<file path="src/rtl/lsu_mem_ctrl_if.sv">
// Memory-side bus of the load/store controller: request, address, data, byte enables, ack, read data.
// Latency: none, plain wires between controller and data memory.
// Backpressure: mem_req/mem_addr/mem_we/mem_wdata/mem_be stay stable until the memory answers with mem_ack.
//
// Ports (modports):
//   master (controller): drives mem_req, mem_we, mem_addr, mem_wdata, mem_be; samples mem_ack, mem_rdata
//   slave  (memory)    : samples the request fields; drives mem_ack, mem_rdata
interface lsu_mem_ctrl_if;
  logic        mem_req;
  logic        mem_we;
  logic [31:0] mem_addr;
  logic [31:0] mem_wdata;
  logic [3:0]  mem_be;
  logic        mem_ack;
  logic [31:0] mem_rdata;

  modport master (
    output mem_req, mem_we, mem_addr, mem_wdata, mem_be,
    input  mem_ack, mem_rdata
  );

  modport slave (
    input  mem_req, mem_we, mem_addr, mem_wdata, mem_be,
    output mem_ack, mem_rdata
  );
endinterface

</file>
<file path="src/rtl/lsu_mem_ctrl.sv">
// M-stage load/store controller: issues one access to a variable-latency memory and formats load data / store lanes.
// Latency: ack in the k-th request cycle gives k+1 stall cycles; result (ld_validM / bus_err / misalign) shows in DONE.
// Backpressure: stall_mem holds F/D/E/M while the access is outstanding; the request is held until mem_ack or TIMEOUT.
//
// Ports:
//   clk, rst                  clock, synchronous active-high reset
//   mem_rdenM, mem_wrenM      M-stage load / store
//   kill_m                    M-stage flush
//   addrM, wdataM, funct3M    byte address, store data, access size/sign
//   stall_mem                 hold the pipeline
//   ld_dataM, ld_validM       formatted load data and its one-cycle valid pulse
//   bus_err                   one-cycle pulse on timeout abort
//   misalign                  one-cycle pulse on a trapped misaligned access
//   mem (master modport)      request/ack bus toward data memory
// Optional feature: define LSU_MISALIGN_TRAP_EN to trap misaligned LH/LHU/SH/LW/SW instead of issuing them.
module lsu_mem_ctrl #(
  parameter int TIMEOUT = 16
) (
  input  logic                 clk,
  input  logic                 rst,
  input  logic                 mem_rdenM,
  input  logic                 mem_wrenM,
  input  logic                 kill_m,
  input  logic [31:0]          addrM,
  input  logic [31:0]          wdataM,
  input  logic [2:0]           funct3M,
  output logic                 stall_mem,
  output logic [31:0]          ld_dataM,
  output logic                 ld_validM,
  output logic                 bus_err,
  output logic                 misalign,
  lsu_mem_ctrl_if.master       mem
);

  localparam int CW = $clog2(TIMEOUT);

  typedef enum logic [1:0] {
    IDLE = 2'd0,
    REQ  = 2'd1,
    DONE = 2'd2
  } state_t;

  state_t        state, state_nx;
  logic [CW-1:0] cnt;
  logic [31:0]   addr_q;
  logic [31:0]   wdata_q;
  logic [3:0]    be_q;
  logic [2:0]    f3_q;
  logic          we_q;
  logic          err_q;
  logic          kill_q;

  logic          acc;
  logic          cnt_last;
  logic [3:0]    be_in;
  logic [31:0]   wdata_in;
  logic [31:0]   ld_fmt;

  // Load data formatting: pick the byte/half addressed by a and extend it.
  function automatic logic [31:0] fmt_load(input logic [31:0] w, input logic [2:0] f3,
                                           input logic [1:0] a);
    logic [7:0]  b;
    logic [15:0] h;
    b = w[{a, 3'b000} +: 8];
    h = a[1] ? w[31:16] : w[15:0];
    case (f3)
      3'b000:  fmt_load = {{24{b[7]}}, b};
      3'b001:  fmt_load = {{16{h[15]}}, h};
      3'b010:  fmt_load = w;
      3'b100:  fmt_load = {24'd0, b};
      3'b101:  fmt_load = {16'd0, h};
      default: fmt_load = 32'd0;
    endcase
  endfunction

  assign acc      = (mem_rdenM | mem_wrenM) & ~kill_m;
  assign cnt_last = (cnt == CW'(TIMEOUT - 1));

  // Store lanes are computed from the live M-stage inputs and latched at issue.
  always_comb begin
    be_in    = 4'b1111;
    wdata_in = wdataM;
    if (mem_wrenM) begin
      case (funct3M[1:0])
        2'b00: begin
          be_in    = 4'b0001 << addrM[1:0];
          wdata_in = {4{wdataM[7:0]}};
        end
        2'b01: begin
          be_in    = addrM[1] ? 4'b1100 : 4'b0011;
          wdata_in = {2{wdataM[15:0]}};
        end
        default: begin
          be_in    = 4'b1111;
          wdata_in = wdataM;
        end
      endcase
    end
  end

`ifdef LSU_MISALIGN_TRAP_EN
  logic mis_in;
  logic mis_q;

  always_comb begin
    mis_in = 1'b0;
    if (funct3M == 3'b001 || funct3M == 3'b101) mis_in = addrM[0];
    else if (funct3M == 3'b010)                 mis_in = |addrM[1:0];
  end
`endif

  assign ld_fmt = fmt_load(mem.mem_rdata, f3_q, addr_q[1:0]);

  always_comb begin
    state_nx = state;
    case (state)
      IDLE: begin
        if (acc) begin
`ifdef LSU_MISALIGN_TRAP_EN
          state_nx = mis_in ? DONE : REQ;
`else
          state_nx = REQ;
`endif
        end
      end
      REQ: begin
        if (mem.mem_ack || cnt_last) state_nx = DONE;
      end
      DONE:    state_nx = IDLE;
      default: state_nx = IDLE;
    endcase
  end

  always_ff @(posedge clk) begin
    if (rst) begin
      state    <= IDLE;
      cnt      <= '0;
      addr_q   <= '0;
      wdata_q  <= '0;
      be_q     <= '0;
      f3_q     <= '0;
      we_q     <= 1'b0;
      err_q    <= 1'b0;
      kill_q   <= 1'b0;
      ld_dataM <= '0;
`ifdef LSU_MISALIGN_TRAP_EN
      mis_q    <= 1'b0;
`endif
    end else begin
      state <= state_nx;
      case (state)
        IDLE: begin
          cnt <= '0;
          if (acc) begin
            addr_q  <= addrM;
            wdata_q <= wdata_in;
            be_q    <= be_in;
            f3_q    <= funct3M;
            we_q    <= mem_wrenM;
            err_q   <= 1'b0;
            kill_q  <= 1'b0;
`ifdef LSU_MISALIGN_TRAP_EN
            mis_q   <= mis_in;
`endif
          end
        end
        REQ: begin
          // A flush while waiting cannot cancel the bus cycle; it only suppresses the load result.
          if (kill_m) kill_q <= 1'b1;
          if (mem.mem_ack) begin
            ld_dataM <= (!we_q && !kill_q && !kill_m) ? ld_fmt : 32'd0;
          end else if (cnt_last) begin
            err_q    <= 1'b1;
            ld_dataM <= 32'd0;
          end else begin
            cnt <= cnt + 1'b1;
          end
        end
        default: ;
      endcase
    end
  end

  // Stall ends on DONE so the pipeline advances in the same cycle the result is presented.
  assign stall_mem = (state == REQ) | (acc & (state == IDLE));

  assign mem.mem_req   = (state == REQ);
  assign mem.mem_we    = (state == REQ) & we_q;
  assign mem.mem_be    = (state == REQ) ? be_q : 4'b0000;
  assign mem.mem_addr  = {addr_q[31:2], 2'b00};
  assign mem.mem_wdata = wdata_q;

  assign bus_err = (state == DONE) & err_q;

`ifdef LSU_MISALIGN_TRAP_EN
  assign misalign  = (state == DONE) & mis_q;
  assign ld_validM = (state == DONE) & ~we_q & ~err_q & ~kill_q & ~mis_q;
`else
  assign misalign  = 1'b0;
  assign ld_validM = (state == DONE) & ~we_q & ~err_q & ~kill_q;
`endif

endmodule

</file>
<file path="src/flat_wrapper.sv">
// flat-port wrapper written by rule: the top's interface ports become plain ports
module lsu_mem_ctrl_flat 
#(
  parameter int TIMEOUT = 16
)
  (clk, rst, mem_rdenM, mem_wrenM, kill_m, addrM, wdataM, funct3M, stall_mem, ld_dataM, ld_validM, bus_err, misalign, mem_mem_req, mem_mem_we, mem_mem_addr, mem_mem_wdata, mem_mem_be, mem_mem_ack, mem_mem_rdata);
  lsu_mem_ctrl_if mem_i ();
  input  logic clk;
  input  logic rst;
  input  logic mem_rdenM;
  input  logic mem_wrenM;
  input  logic kill_m;
  input  logic [31:0] addrM;
  input  logic [31:0] wdataM;
  input  logic [2:0] funct3M;
  output logic stall_mem;
  output logic [31:0] ld_dataM;
  output logic ld_validM;
  output logic bus_err;
  output logic misalign;
  output wire logic [$bits(mem_i.mem_req)-1:0] mem_mem_req;
  output wire logic [$bits(mem_i.mem_we)-1:0] mem_mem_we;
  output wire logic [$bits(mem_i.mem_addr)-1:0] mem_mem_addr;
  output wire logic [$bits(mem_i.mem_wdata)-1:0] mem_mem_wdata;
  output wire logic [$bits(mem_i.mem_be)-1:0] mem_mem_be;
  input wire logic [$bits(mem_i.mem_ack)-1:0] mem_mem_ack;
  input wire logic [$bits(mem_i.mem_rdata)-1:0] mem_mem_rdata;
  assign mem_mem_req = mem_i.mem_req;
  assign mem_mem_we = mem_i.mem_we;
  assign mem_mem_addr = mem_i.mem_addr;
  assign mem_mem_wdata = mem_i.mem_wdata;
  assign mem_mem_be = mem_i.mem_be;
  assign mem_i.mem_ack = mem_mem_ack;
  assign mem_i.mem_rdata = mem_mem_rdata;
  lsu_mem_ctrl #(.TIMEOUT(TIMEOUT)) u_core (.clk(clk), .rst(rst), .mem_rdenM(mem_rdenM), .mem_wrenM(mem_wrenM), .kill_m(kill_m), .addrM(addrM), .wdataM(wdataM), .funct3M(funct3M), .stall_mem(stall_mem), .ld_dataM(ld_dataM), .ld_validM(ld_validM), .bus_err(bus_err), .misalign(misalign), .mem(mem_i));
endmodule
</file>
<file path="config.mk">
export PLATFORM = sky130hd
export DESIGN_NAME = lsu_mem_ctrl_flat
export DESIGN_NICKNAME = d
export VERILOG_FILES = /design/src/rtl/lsu_mem_ctrl_if.sv /design/src/rtl/lsu_mem_ctrl.sv /design/src/flat_wrapper.sv
export SDC_FILE = /design/constraint.sdc
export NUM_CORES = 1
export LEC_CHECK = 0
export CAP_MARGIN = 0
export CORE_ASPECT_RATIO = 1.5
export CORE_MARGIN = 3
export CORE_UTILIZATION = 46
export CTS_BUF_LIST = sky130_fd_sc_hd__clkbuf_16
export DETAILED_ROUTE_END_ITERATION = 12
export PLACE_DENSITY = 0.86
export SETUP_SLACK_MARGIN = 0.3
export SYNTH_ARGS = -nofsm -noshare
export SYNTH_HDL_FRONTEND = slang
export SYNTH_SLANG_ARGS = --single-unit
</file>
<file path="constraint.sdc">
create_clock -name clk -period 3.05 [get_ports clk]
set_input_delay 0.305 -clock clk [delete_from_list [all_inputs] [get_ports clk]]
set_output_delay 0.305 -clock clk [all_outputs]
set_load 0.03 [all_outputs]
</file>
=== After elaboration in Yosys (flattened, before gate mapping) ===
Cells that the tools add are included.

* Flip-flop bits (word level): 112
* Output and inout bits: 106
* Word-level logic and storage cells: 80

* Add/subtract/negate cells: 1
* Equality and inequality tests: 14
* Shift-type cells: 2
* Muxes and demuxes: 23
* Bitwise operators: 13
* Reductions and logical operators: 17

{| class="wikitable"
|+ Operators with widths
! cell !! number
|-
| one-hot mux 32 bit (5 select lines) || 1
|-
| two-way mux 32 bit || 4
|-
| one-hot mux 32 bit (2 select lines) || 1
|-
| variable part select 32 x 6 -> 8 bit || 1
|-
| two-way mux 4 bit || 5
|-
| two-way mux 16 bit || 1
|-
| one-hot mux 4 bit (2 select lines) || 2
|-
| bitwise AND 1 bit || 7
|-
| equality test 3 bit (second input constant) || 2
|-
| inequality test 2 x 1 -> 1 bit (second input constant) || 3
|-
| inequality test 2 bit (second input constant) || 3
|-
| AND reduction 2 bit || 3
|-
| AND reduction 3 bit || 2
|-
| adder 4 x 1 -> 4 bit (second input constant) || 1
|-
| equality test 2 x 1 -> 1 bit (second input constant) || 2
|-
| equality test 4 bit (second input constant) || 1
|-
| logical NOT 2 bit || 2
|-
| two-way mux 1 bit || 4
|-
| two-way mux 2 bit || 2
|-
| inverter 1 bit || 4
|-
| one-hot mux 1 bit (2 select lines) || 2
|-
| one-hot mux 2 bit (2 select lines) || 1
|-
| AND reduction 4 bit || 1
|-
| nonzero test 2 bit || 2
|-
| other kinds (9) || 13
|}

=== Longest topological paths before layout ===
Gate-level depths: netlist of the first run.

* Depth in word-level cells: 5
* Mapped depth: 7

=== Worst setup path after synthesis of the first run ===
No wires, ideal clock.

* Path kind: register to output
* From: register u_core.state[1]
* To: output port stall_mem
* Arrival time: 1.631 ns
* Required time: 2.745 ns
* Slack: 1.114 ns
* Cell stages (with the launch flop): 6
* Path buffers: 3
* Cells stage by stage: dfxtp_1 > clkbuf_2 > or4_1 > clkbuf_1 > buf_1 > nand2_1

* Cells in the longest elaborated chain, start to end: 3
* Elaborated cells between the ends (all ways): 4

{| class="wikitable"
|+ Ends and longest elaborated chain
! item !! RTL line !! RTL
|-
| start, declared || lsu_mem_ctrl.sv:43 || <nowiki>state_t state, state_nx;</nowiki>
|-
| start signal, assigned || lsu_mem_ctrl.sv:150 || <nowiki>state <= state_nx;</nowiki>
|-
| logical NOT 2 bit || lsu_mem_ctrl.sv:185 || <nowiki>assign stall_mem = (state == REQ) | (acc & (state == IDLE));</nowiki>
|-
| bitwise AND 1 bit || lsu_mem_ctrl.sv:185 ||
|-
| bitwise OR 1 bit (*) || lsu_mem_ctrl.sv:185 ||
|-
| end, declared || flat_wrapper.sv:16 || <nowiki>output logic stall_mem;</nowiki>
|}

Every way passes the cells marked *; elsewhere a longest branch is shown, timed or not.

=== Final worst setup path of the first run ===
* From: register u_core.state[1]
* To: output port mem_mem_we

* Cells in the longest elaborated chain, start to end: 2

{| class="wikitable"
|+ Ends and longest elaborated chain
! item !! RTL line !! RTL
|-
| equality test 2 x 1 -> 1 bit || lsu_mem_ctrl.sv:188 || <nowiki>assign mem.mem_we = (state == REQ) & we_q;</nowiki>
|-
| bitwise AND 1 bit || lsu_mem_ctrl.sv:188 ||
|-
| end, declared || flat_wrapper.sv:22 || <nowiki>output wire logic [$bits(mem_i.mem_we)-1:0] mem_mem_we;</nowiki>
|}

Every way passes these cells.

==> impl_metrics.py, run 1 <==
metrics = {
    "outcome": {
        "outcome": "finished clean",
    },
    "route": {
        "wl_per_cell_um": 17.16,
        "via_per_inst": 5.469,
        "wl_mm": 14.76,
        "ant_nets": 0,
        "drc_errors": 0,
        "drt-pass1-iter-count": 5,
        "vias": 4703,
        "dr.first_iter.drc_count": 281,
    },
    "global_route": {
        "grt_usage_pct": 24.30,
        "use_met1_pct": 25.84,
        "grt_pass1_wl_mm": 23.57,
        "antenna_found_initial": 0,
        "grtUsageMet2_pct": 43.72,
        "grt_pass1_vias": 4644,
        "grt_max_degree": 83,
        "use_met3_pct": 7.196,
        "globalRoute.totalOverflow": 0,
        "top_usage_layer": "met2",
    },
    "timing": {
        "final_max_slew_viol_count": 0,
        "finalSetupTns_ps": 0,
        "hold-worst-slack_ps": 451.2,
        "period_needed_ps": 2618,
        "finalSetupViolCount": 0,
        "tightest_slew_ps": 942.6,
        "setup_slack_ps": 432.4,
        "relSlewSlack_pct": 37.03,
        "clock_skew_ps": 7.390,
        "max_freq_mhz": 382.0,
        "hold_viol_final": 0,
        "rsz0062_at_grt": "no",
        "fin_crit_sh_pct": 85.82,
    },
    "die": {
        "start_util_pct": 47.64,
        "core-area_mm2": 0.01019,
        "die_w_um": 89.88,
        "die_y_um": 131.8,
        "ios": 211,
        "num_rows": 45,
        "die-area_mm2": 0.01185,
    },
    "layout": {
        "final_nets": 820,
        "fin_area_mm2": 0.007052,
        "drive_gt1_share_pct": 8.623,
        "syn_to_final_growth_pct": 45.26,
        "mostFrequentLayoutCell": "clkdlybuf4s50_1",
        "fillCellCount": 795,
        "final_cell_mix": "205 x clkdlybuf4s50_1, 131 x nand2_1, 112 x dfxtp_1, 63 x a21oi_1, 22 x nor2_1",
        "n_antenna_cell": 0,
        "postLayoutCoreUtil_pct": 69.20,
        "final_cells": 860,
    },
    "critical_path": {
        "reg2regPathDepth": 6,
        "crit_type": "register to output pin",
        "r2r-end": "u_core.ld_dataM[6]",
        "reg2reg_from": "u_core.state[1]",
        "critPathBufInv": 2,
        "crit_path_start": "u_core.state[1]",
        "cp_max_fo": 10,
        "start_kind": "register",
        "critical_path_cell_count": 4,
        "cp-end-kind": "output pin",
        "cp.required_ps": 2740,
        "critPathCapture": "mem_mem_we",
        "r2r_slack_ps": 710,
        "crit_family": "buffers and inverters",
        "cp_slowest_cell": "clkdlybuf4s50_1",
        "critical_path.max_stage_delay_ps": 620,
        "crit_chain": "nand2b_1 -> clkinvlp_4 -> and2_1 -> clkdlybuf4s50_1",
        "cp.arrival_ps": 2310,
    },
    "pwr": {
        "netSwitchingFraction_pct": 28.75,
        "report.power.total_mw": 3.411,
        "p_comb_share_pct": 22.2,
        "power_density_mw_per_mm2": 483.7,
        "power_leakage_nw": 2.519,
        "p_seq_share_pct": 46.6,
        "power_frac_clock_pct": 31.2,
        "p_int_mw": 2.431,
        "ir_worst_vdd_mv": 0.3954,
        "power_switching_mw": 0.9806,
    },
    "clocking": {
        "tritoncts.num_buffers": 9,
        "clk-insertion-delay-late_ps": 340,
        "clkTransAtPathRegs_ps": 70,
        "cts_root_buffer": "clkbuf_16",
        "holdBufCountCts": 0,
        "clk_path_buf_depth": 2,
        "cts_sinks": 112,
        "cts_tree": "yes",
        "htree_levels": 3,
    },
    "synthesis": {
        "ys.flop_type": "dfxtp_1",
        "yosys-top-cells-area": "dfxtp_1 46%, nand2_1 10%, a21oi_1 6.6%",
        "ys_async_sr_fraction_pct": 0,
        "postSynthAreaPerCell_um2": 8.685,
        "yosys.area.top_type_share_pct": 46.19,
        "synth-edff-count": 0,
        "synth_area_mm2": 0.004855,
        "synth_seq_cells": 112,
        "yosys.area.top_type": "dfxtp_1",
        "seq_area_frac_synth_pct": 46.19,
        "synthCells": 559,
        "yosys_warnings": 0,
        "ys_types": 50,
    },
    "hold_path": {
        "hold_path.class": "register to register",
        "min_from": "u_core.mem.mem_wdata[8]",
        "hold_depth": 2,
    },
    "job": {
        "maxCapViolations": 0,
    },
    "place": {
        "place_inst": 844,
        "pre_cts_slack_ps": 741.3,
        "placed_cell_area_mm2": 0.006783,
        "globalplace.congestion": 0.8887,
        "portBuffers": 207,
        "hpwl_mm": 11.01,
    },
}
## state kept, by name, summed over array words and instances, names as in the netlist
register and cells:
u_core.state 2, u_core.be_q 4, u_core.addr_q 32, u_core.mem.mem_wdata 32
u_core.cnt 4, u_core.ld_dataM 32, u_core.err_q 1, u_core.we_q 1
u_core.kill_q 1, u_core.f3_q 3
## synthesized netlist by cell type, drive strengths merged (6+ instances only)
| master | number |
|---|---|
| a221oi | 8 |
| buf | 43 |
| a222oi | 8 |
| mux2i | 17 |
| dfxtp | 112 |
| nor2b | 6 |
| a221o | 16 |
| a21oi | 64 |
| o21ai | 21 |
| mux2 | 9 |
| a211oi | 8 |
| nand2 | 131 |
| clkbuf | 32 |
| o211ai | 17 |
| nor2 | 22 |
## per-layer routing
metal / vias to the layer above / wire length [um]
li1: 2245 / -
met1: 2191 / 5352
met5: - / 0
met2: 234 / 7598
met4: 0 / 591
met3: 33 / 1212
## worst min path at each step
stage | end
floorplan | u_core.addr_q[10]
global placement | u_core.ld_dataM[12]
detailed placement | u_core.ld_dataM[11]
CTS | u_core.mem.mem_wdata[14]
global route | u_core.mem.mem_wdata[8]
finish | u_core.mem.mem_wdata[8]
## kinds of logic after synthesis
group	after synthesis	share of synthesized area [%]
other cells	1	0.07725
compound gates	152	21.03
flops	112	46.19
fa+ha+maj	1	0.2577
mux	27	6.057
simple gates	188	17.42
buf+inv	78	8.969
## cell type report
| class | count | area, um2 | area share [%] |
|---|---|---|---|
| Sequential cell | 112 | 2242 | 31.80 |
| Multi-Input combinational cell | 371 | 2201 | 31.21 |
| Timing Repair Buffer | 217 | 2152 | 30.52 |
| Clock buffer | 9 | 225.2 | 3.194 |
| Tap cell | 141 | 176.4 | 2.502 |
| Clock inverter | 7 | 40.04 | 0.5678 |
| Inverter | 3 | 15.01 | 0.2129 |
## worst reg2reg max path: cells and delay by family (launching register included)
family                 cells  cell delay, ps
buffers and inverters      2             570
and+or+nand+nor            2             430
DFF                        1             490
AOI/OAI and AO/OA          2             770
## power by group through the flow
stage                     registers [mW]  logic [mW]  clock network (mW)
after floorplan                     1.69       0.355                   0
after global placement              1.62       0.742                   0
after detailed placement            1.62       0.754                   0
after CTS                           1.59       0.758                1.10
after global routing                1.60       0.808                1.14
final                               1.59       0.757                1.07
## timing repair
| action | 4_1_cts | 5_1_grt |
|---|---|---|
| resized for setup | 0 | 1 |
| buffers inserted | 0 | 0 |
| setup endpoints to repair | 0 | 1 |
(Power assumes the default switching activity.)
==> run 2, diff against run 1 <==
ABC_AREA = 1   (was default)
CORE_UTILIZATION = 48   (was 46)
==> run 2 against run 1 <==
Cell count grew 30%. Core utilization is 0.16 points lower. Clock skew barely moved. Via count is 21% higher. Sequential share of layout area shrank 2.7 points. Highest routed layer unchanged. Combinational power up 21%. First-iteration DRC count rose by 3.9%. Largest power group unchanged.
==> impl_metrics.py, run 2 <==
metrics = {
    "synthesis": {
        "synth_xor_area_share_pct": 0.1580,
        "ys.flop_type": "dfxtp_1",
        "yosys.area.top_type": "dfxtp_1",
        "synthSimpleGateAreaFrac_pct": 27.44,
        "postSynthAreaPerCell_um2": 6.745,
        "synthCells": 822,
        "synth_common_cells": "272 x nand2_1, 112 x dfxtp_1, 88 x a21oi_1",
        "seq_area_frac_synth_pct": 40.44,
        "synth_most_common_cell": "nand2_1",
        "yosys.area.top_type_share_pct": 40.44,
        "ys_types": 30,
        "yosys_warnings": 0,
        "synth-edff-count": 0,
        "synthMuxAreaShare_pct": 0,
        "synth_seq_cells": 112,
        "ys_async_sr_fraction_pct": 0,
        "yosys-top-cells-area": "dfxtp_1 40%, nand2_1 18%, a21oi_1 7.9%",
        "synth_area_mm2": 0.005544,
        "synth_compound_area_share_pct": 17.42,
        "synth_top_family_by_area": "simple AND/OR/NAND/NOR gates",
        "synth_fa_ha_area_share_pct": 0.2257,
    },
    "timing": {
        "period_needed_ps": 2374,
        "final_max_slew_viol_count": 0,
        "clock_skew_ps": 6.912,
        "finalSetupTns_ps": 0,
        "finalSetupViolCount": 0,
        "relSlewSlack_pct": 45.21,
        "rsz0062_at_grt": "no",
        "fin_crit_sh_pct": 77.85,
        "hold_viol_final": 0,
        "tightest_slew_ps": 815.6,
        "max_freq_mhz": 421.1,
    },
    "place": {
        "portBuffers": 207,
        "place_inst": 1105,
        "hpwl_mm": 11.57,
        "globalplace.congestion": 0.8939,
    },
    "layout": {
        "n_antenna_cell": 0,
        "syn_to_final_growth_pct": 39.13,
        "final_cells": 1121,
        "register_area_mm2": 0.002242,
        "fillCellCount": 934,
        "mostFrequentLayoutCell": "nand2_1",
        "final_nets": 1075,
        "drive_gt1_share_pct": 5.749,
        "final_cell_mix": "272 x nand2_1, 205 x clkdlybuf4s50_1, 112 x dfxtp_1, 88 x a21oi_1, 74 x inv_1",
        "multiInputGateArea_mm2": 0.002520,
    },
    "critical_path": {
        "start_kind": "register",
        "crit_chain": "nor2_1 -> nand3_2 -> buf_4 -> nand2_1 -> buf_12",
        "cp.required_ps": 2740,
        "cp.arrival_ps": 2070,
        "cp_slowest_cell": "dfxtp_1",
        "crit_path_start": "u_core.state[1]",
        "cp-end-kind": "output pin",
        "crit_type": "register to output pin",
        "critical_path.max_stage_delay_ps": 510,
        "reg2reg_from": "u_core.addr_q[1]",
        "crit_family": "buffers and inverters",
        "cp_max_fo": 61,
        "critPathBufInv": 2,
    },
    "route": {
        "drc_errors": 0,
        "vias": 5694,
        "drt-pass1-iter-count": 5,
        "wl_mm": 16.21,
        "via_per_inst": 5.079,
        "ant_nets": 0,
        "dr.first_iter.drc_count": 292,
        "wl_per_cell_um": 14.46,
    },
    "clocking": {
        "cts_tree": "yes",
        "tritoncts.num_buffers": 9,
        "htree_levels": 3,
        "cts_setup_buffers": 0,
        "clkTransAtPathRegs_ps": 70,
        "clk_path_buf_depth": 2,
        "cts_root_buffer": "clkbuf_16",
        "cts_resized": 0,
        "clk-insertion-delay-late_ps": 350,
        "cts_sinks": 112,
        "holdBufCountCts": 0,
    },
    "die": {
        "die_w_um": 93.75,
        "ios": 211,
        "core-area_mm2": 0.01117,
        "die-area_mm2": 0.01290,
        "num_rows": 47,
        "start_util_pct": 49.62,
        "die_y_um": 137.6,
    },
    "pwr": {
        "ir_worst_vdd_mv": 0.3711,
        "power_density_mw_per_mm2": 491.4,
        "power_leakage_nw": 3.217,
    },
    "global_route": {
        "grt_max_degree": 70,
        "antenna_found_initial": 0,
        "grt_pass1_vias": 5204,
        "globalRoute.totalOverflow": 0,
        "grt_usage_pct": 24.38,
        "grt_pass1_wl_mm": 25.09,
    },
    "hold_path": {
        "hold_path.class": "register to register",
        "min_from": "u_core.ld_dataM[2]",
    },
    "job": {
        "maxCapViolations": 0,
    },
    "outcome": {
        "outcome": "finished clean",
    },
}
==> run 2: changes by cell type in the layout (fill, tap and decap cells not counted), sizes merged, moves of 26 or more <==
cell | previous run | this run
inv | 3 | 79
o21ai | 21 | 47
nor2 | 22 | 50
nand2 | 131 | 284
nand3 | 2 | 35
a21oi | 64 | 98
==> run 2: cells by family after synthesis <==
kind of cell	count (synthesis)
AOI/OAI and AO/OA	174
xor gates and xnor gates	1
adders and majority gates	1
buffers and inverters	160
DFF	112
other	1
and+or+nand+nor	373
==> run 2: final cells by class <==
cell class                 instances  share of cell area (%)
clock inverter                     7                   1.217
multi-input combinational        552                   32.67
inverter                          79                   3.877
sequential                       112                   29.07
tap                              147                   2.384
timing repair buffer             215                   27.87
clock buffer                       9                   2.920
==> run 2: metal layers <==
metal / wire length, um / vias to the layer above / global-route usage (%)
li1: - / 2856 / -
met1: 6181 / 2571 / 27.82
met2: 8229 / 221 / 41.84
met3: 1209 / 46 / 6.831
met4: 591 / 0 / 11.24
met5: 0 / - / 0
==> run 2: tightest hold or removal path, delay by kind of cell, from the launching register on <==
kind | cells | cell delay [ps]
AOI/OAI and AO/OA | 1 | 50
and+or+nand+nor | 1 | 60
DFF | 1 | 310
==> run 2: where the power goes <==
part	internal, mW	switching, mW
registers	1.55	0.0538
logic	0.379	0.535
clock network	0.721	0.556
==> run 2: path summary, 6_finish.rpt <==
| path | end | slack, ps | cells past startpoint |
|---|---|---|---|
| min reg2reg | u_core.ld_dataM[2] | 460 | 2 |
| min | u_core.ld_dataM[2] | 460 | 2 |
| max | stall_mem | 680 | 5 |
| max reg2reg | u_core.ld_dataM[30] | 940 | 8 |
==> run 2: per-stage QoR <==
stage	utilization [%]	worst slack, ps	power, mW	hold slack (ps)	instance area [um2]
final	69.04	675.5	3.791	463.5	7714
after global routing	69.04	524.0	3.959	482.1	7714
after CTS	69.04	672.6	3.816	465.7	7714
after detailed placement	66.18	817.7	2.543	454.2	7395
after global placement	66.18	868.8	2.533	450.5	7395
after floorplan	-	1285	2.192	444.7	5552
